**src/rtl/mem_bus_responder.sv**
```systemverilog
// Memory-side responder for the ADDR/DOUT/W_D processor bus.
// It serves RAM and LED/hex register reads with a fixed two-cycle latency and commits posted writes.
module mem_bus_responder #(
    parameter string INIT_FILE = ""
) (
    input  logic       clk,
    input  logic       resetn,
    input  logic       addr_ld,
    input  logic [8:0] addr_i,
    input  logic       wdata_ld,
    input  logic [8:0] wdata_i,
    input  logic       wr,
    output logic [8:0] din,
    output logic       din_valid,
    output logic       busy,
    output logic [8:0] led,
    output logic [8:0] hex,
    output logic [7:0] err_cnt
);

    typedef enum logic [1:0] {IDLE, WR, RD_ACC, RD_OUT} state_t;

    typedef struct packed {
        logic [8:0] addr;
        logic [8:0] data;
    } wreq_t;

    localparam logic [1:0] MAP_RAM = 2'b00;
    localparam logic [1:0] MAP_LED = 2'b01;
    localparam logic [1:0] MAP_HEX = 2'b10;
    localparam logic [1:0] MAP_NONE = 2'b11;

    logic [8:0] ram [0:127];

    state_t     state, state_nx;
    logic [8:0] addr_q, wdata_q;
    wreq_t      wreq;
    logic       pend_wr, pend_rd;
    logic [8:0] rd_data;
    logic       rd_done, wr_commit;
    logic       wr_drop, wr_unmapped, rd_unmapped;
    logic [1:0] err_inc;
    logic [8:0] err_sum;

    // A write pulse in IDLE goes straight to WR so the commit lands one cycle after W_D.
    always_comb begin
        state_nx = state;
        case (state)
            IDLE:    if (pend_wr || wr)           state_nx = WR;
                     else if (pend_rd || addr_ld) state_nx = RD_ACC;
            WR:      if (pend_rd || addr_ld)      state_nx = RD_ACC;
                     else                         state_nx = IDLE;
            RD_ACC:  if (addr_ld)                 state_nx = RD_ACC;
                     else                         state_nx = RD_OUT;
            RD_OUT:  if (pend_wr)                 state_nx = WR;
                     else if (addr_ld)            state_nx = RD_ACC;
                     else                         state_nx = IDLE;
            default:                              state_nx = IDLE;
        endcase
    end

    always_comb begin
        rd_data = '0;
        case (addr_q[8:7])
            MAP_RAM: rd_data = ram[addr_q[6:0]];
            MAP_LED: rd_data = led;
            MAP_HEX: rd_data = hex;
            default: rd_data = '0;
        endcase
    end

    assign rd_done     = (state == RD_ACC) && !addr_ld;
    assign wr_commit   = (state == WR);
    assign wr_drop     = wr && pend_wr;
    assign wr_unmapped = wr_commit && (wreq.addr[8:7] == MAP_NONE);
    assign rd_unmapped = rd_done && (addr_q[8:7] == MAP_NONE);
    assign err_inc     = {1'b0, wr_drop} + {1'b0, wr_unmapped} + {1'b0, rd_unmapped};
    assign err_sum     = {1'b0, err_cnt} + {7'd0, err_inc};

    always_ff @(posedge clk or negedge resetn) begin
        if (!resetn) begin
            state     <= IDLE;
            busy      <= 1'b0;
            din_valid <= 1'b0;
            din       <= '0;
            addr_q    <= '0;
            wdata_q   <= '0;
            wreq      <= '0;
            pend_wr   <= 1'b0;
            pend_rd   <= 1'b0;
            led       <= '0;
            hex       <= '0;
            err_cnt   <= '0;
        end else begin
            state     <= state_nx;
            busy      <= (state_nx == WR) || (state_nx == RD_ACC);
            din_valid <= (state_nx == RD_OUT);
            if (addr_ld)  addr_q  <= addr_i;
            if (wdata_ld) wdata_q <= wdata_i;
            // The posted write takes the pre-load bus registers, even if they reload this edge.
            if (wr_commit) pend_wr <= 1'b0;
            if (wr && !pend_wr) begin
                wreq    <= '{addr: addr_q, data: wdata_q};
                pend_wr <= 1'b1;
            end
            if (state == RD_ACC) pend_rd <= addr_ld;
            else if (addr_ld)    pend_rd <= 1'b1;
            if (rd_done) din <= rd_data;
            if (wr_commit && wreq.addr[8:7] == MAP_LED) led <= wreq.data;
            if (wr_commit && wreq.addr[8:7] == MAP_HEX) hex <= wreq.data;
            err_cnt <= err_sum[8] ? 8'hFF : err_sum[7:0];
        end
    end

    always_ff @(posedge clk) begin
        if (wr_commit && wreq.addr[8:7] == MAP_RAM)
            ram[wreq.addr[6:0]] <= wreq.data;
    end

endmodule

```
**config.mk**
```make
export PLATFORM = sky130hd
export DESIGN_NAME = mem_bus_responder
export DESIGN_NICKNAME = d
export VERILOG_FILES = /design/src/rtl/mem_bus_responder.sv
export SDC_FILE = /design/constraint.sdc
export NUM_CORES = 1
export LEC_CHECK = 0
export ABC_AREA = 0
export BUFFER_PORTS_ARGS = -buffer_cell sky130_fd_sc_hd__buf_4
export CAP_MARGIN = 10
export CORE_AREA = 2 2 295 297
export DETAILED_ROUTE_END_ITERATION = 7
export DIE_AREA = 0 0 297 299
export PLACE_DENSITY = 0.75
export SYNTH_ARGS = -nofsm -noshare
export SYNTH_HDL_FRONTEND = slang
export SYNTH_SLANG_ARGS = --single-unit
```
**constraint.sdc**
```tcl
create_clock -name clk -period 3.1 [get_ports clk]
set_clock_uncertainty 0.1 [all_clocks]
set_input_delay 0.31 -clock clk [delete_from_list [all_inputs] [get_ports clk]]
set_output_delay 0.31 -clock clk [all_outputs]
set_load 0.01 [all_outputs]
```
==> run summary <==
Fmax = 329 MHz
Reg-to-reg endpoint = din[4]
CTS root buffer = clkbuf_16
Worst-skew pair later-pin latency = 690 ps
Horiz. Die Dim = 297 um
Worst-case clock buffer depth = 3
Cell Area, Synth = 48300 um2
Final setup violation count = 0
LEAKAGE = 0.0192 uW
Most common cell after layout, fill and taps aside = edfxtp_1
Cells after synthesis = 2585
FFs w/ async S/R, synth = 6.27%
Crit path time final = 3040 ps
Largest net degree at the start of global routing = 97
Critical Path Sink Type = register
Vias = 26267
Largest vdd supply drop = 641 uV
DRC violations left = 0
Initial Utilization = 56.2%
Hpwl dp = 72.6 mm
Site Rows = 108
H-tree depth = 3
Fin. max-slew vios = 0
Final #Nets = 2920
Sw frac = 26.6%
Buffers on Ports = 59
CTS tree = yes
Routed vias/inst = 6.33
Setup TNS Final = 0 ps
Final cycle utilization of the critical path = 98.1%
Power per cell area = 768 nW/um2
First-pass GRT wire length = 171 mm
Worst r2r src = addr_q[1]
Total track usage = 26.0%
Num CTS Buffers = 118
Routability cong. = 0.934
Worst Setup Start Kind = register
R2R setup slack = 60 ps
GRT Residual Overflow = 0
Crit path launch = addr_q[1]
Ports = 60
Top_reg_cell synth = edfxtp_1
Layout cells sized above 1 = 23.2%
Hold path depth = 4
Clock sinks = 1229
Sequential share of the synthesized area = 75.6%
Max-Cap Viols = 0
RSZ-0062 raised after global routing = false
Commonest non-fill, non-tap cells in the layout = edfxtp_1 (1152), mux2i_1 (290), buf_4 (271), nor2_1 (169), mux4_2 (151)
Gate power share = 14.0%
Post-synthesis cell type count = 58
Hold WC Path Type = in2reg
Pre-antenna DRT Iters = 6
Mean post-synth cell area = 18.7 um2
Kind of critical path = reg2reg
Final antenna-violating net count = 0
# Post-CTS Setup Buffers = 0
Vias in the first global route = 26456
Post-Route WL = 116 mm
Slew Limit Headroom = 18.1%
Crit path DAT = 3520 ps
Final Hold Viols = 0
Clk slew on worst S/H paths = 60 ps
Initial antenna violation count = 1
R2R cell count = 8
Status = finished clean
Die H = 299 um
Synthesized flop and latch total = 1229
Post-synth EDFFs = 1152
Drt wl/cell = 27.8 um
Die area = 88800 um2
Pint = 31500 uW
Worst Setup EP = din[4]
Synth-to-Final Area Change = 15.8%
Core Footprint = 85900 um2
CP max FO = 32
Worst hold margin = 61.0 ps
Iter 0 DRT Violations = 3034
Psw = 11400 uW
Clk pwr share = 34.6%
Sequential share of power = 51.5%
Total number of yosys warnings = 0
Post-Syn Nets = 2613
Worst-Margin Slew = 1230 ps
Worst endpoint required time = 3580 ps
per-stage QoR:
stage | cells | area, um2 | util, % | power (uW) | setup slack, ps
2_1_floorplan | 2585 | 48300 | - | 25100 | 226
3_3_place_gp | 3898 | 51500 | 60.0 | 27900 | 171
3_5_place_dp | 3898 | 51500 | 60.0 | 28300 | 113
4_1_cts | 4149 | 55900 | 65.0 | 43000 | 81.9
5_1_grt | 4150 | 55900 | 65.0 | 44200 | 0.165
6_report | 4151 | 55900 | 65.0 | 43000 | 58.0
Yosys cell counts, types with 4 or more instances:
cell	n	area, um2
buf_6	13	146
buf_4	26	195
o21ai_0	23	115
buf_2	36	180
o22ai_1	33	206
mux2_2	36	405
a211oi_1	9	67.6
nand2b_1	8	50.1
inv_1	5	18.8
and2_1	4	25.0
o31ai_1	19	143
o31a_1	7	61.3
o21ai_1	8	40.0
o32ai_1	9	78.8
buf_1	8	30.0
nand4_1	8	50.1
dfrtp_1	77	1930
a22oi_1	133	998
nor2_1	169	634
o41ai_1	9	78.8
buf_8	4	60.1
mux4_2	151	3400
o21bai_1	9	67.6
nor2b_1	30	188
a21oi_1	63	315
and3_1	12	75.1
clkbuf_1	51	191
nor3_1	15	75.1
nand2_1	95	357
mux2i_1	290	2900
edfxtp_1	1152	34600
nand3_1	34	170
kinds of logic (layout without fill, tap and decap cells):
group,Yosys count,count (layout),synth area share (%)
compound gates,331,331,4.66
mux,479,479,14.0
other cells,0,2,0
xor+xnor,3,3,0.0544
fa+ha+maj,5,5,0.161
flops,1229,1229,75.6
simple gates,392,392,3.67
buf+inv,146,555,1.83
power groups by stage:
stage	clock, uW	sequential [uW]	combinational, uW
2_1_floorplan	0	22600	2430
3_3_place_gp	0	22300	5650
3_5_place_dp	0	22400	5890
4_1_cts	15000	22100	5960
5_1_grt	15600	22200	6350
6_report	14800	22100	6010
worst max-delay path, stage by stage, from the launching register on:
cell and delay, ps:
dfrtp_4 530, buf_12 290, buf_4 250, mux2i_1 100, a22oi_1 210, a21oi_1 90
o41ai_1 820, o21ai_1 250, o31ai_1 300
state kept, by name, summed over array words and instances, names as in the netlist:
register,cells
wreq,18
pend_wr,1
addr_q,9
pend_rd,1
err_cnt,8
din_valid,1
wdata_q,9
led,9
hex,9
busy,1
ram,1152
din,9
state,2
cell type report:
cell class / count / area [um2]
antenna: 2 / 5.00
clock buffer: 152 / 3350
timing repair buffer: 328 / 2890
multi-input combinational: 1210 / 10900
clock inverter: 70 / 722
sequential: 1229 / 36600
inverter: 5 / 18.8
fill: 5616 / 30000
tap: 1155 / 1450
timing repair:
item / CTS / global route
hold buffers: 29 / 0
endpoints found under the hold margin: 98 / 0
resized for setup: 0 / 0
metal layers:
layer	track usage, %	routed length [um]	vias up
li1	-	-	11035
met3	4.73	10100	287
met2	42.5	56600	1426
met5	0	0	-
met1	34.9	43900	13519
met4	10.7	5040	0
how the worst min path moves through the flow:
stage                from        end  slack (ps)
2_1_floorplan      resetn  addr_q[0]         -90
3_3_place_gp   wdata_q[4]    wreq[4]         350
3_5_place_dp   wdata_q[3]    wreq[3]         360
4_1_cts           addr_ld    pend_rd          40
5_1_grt           addr_ld    pend_rd          50
6_report          addr_ld    pend_rd          60
Power figures use the tool's default switching activity.
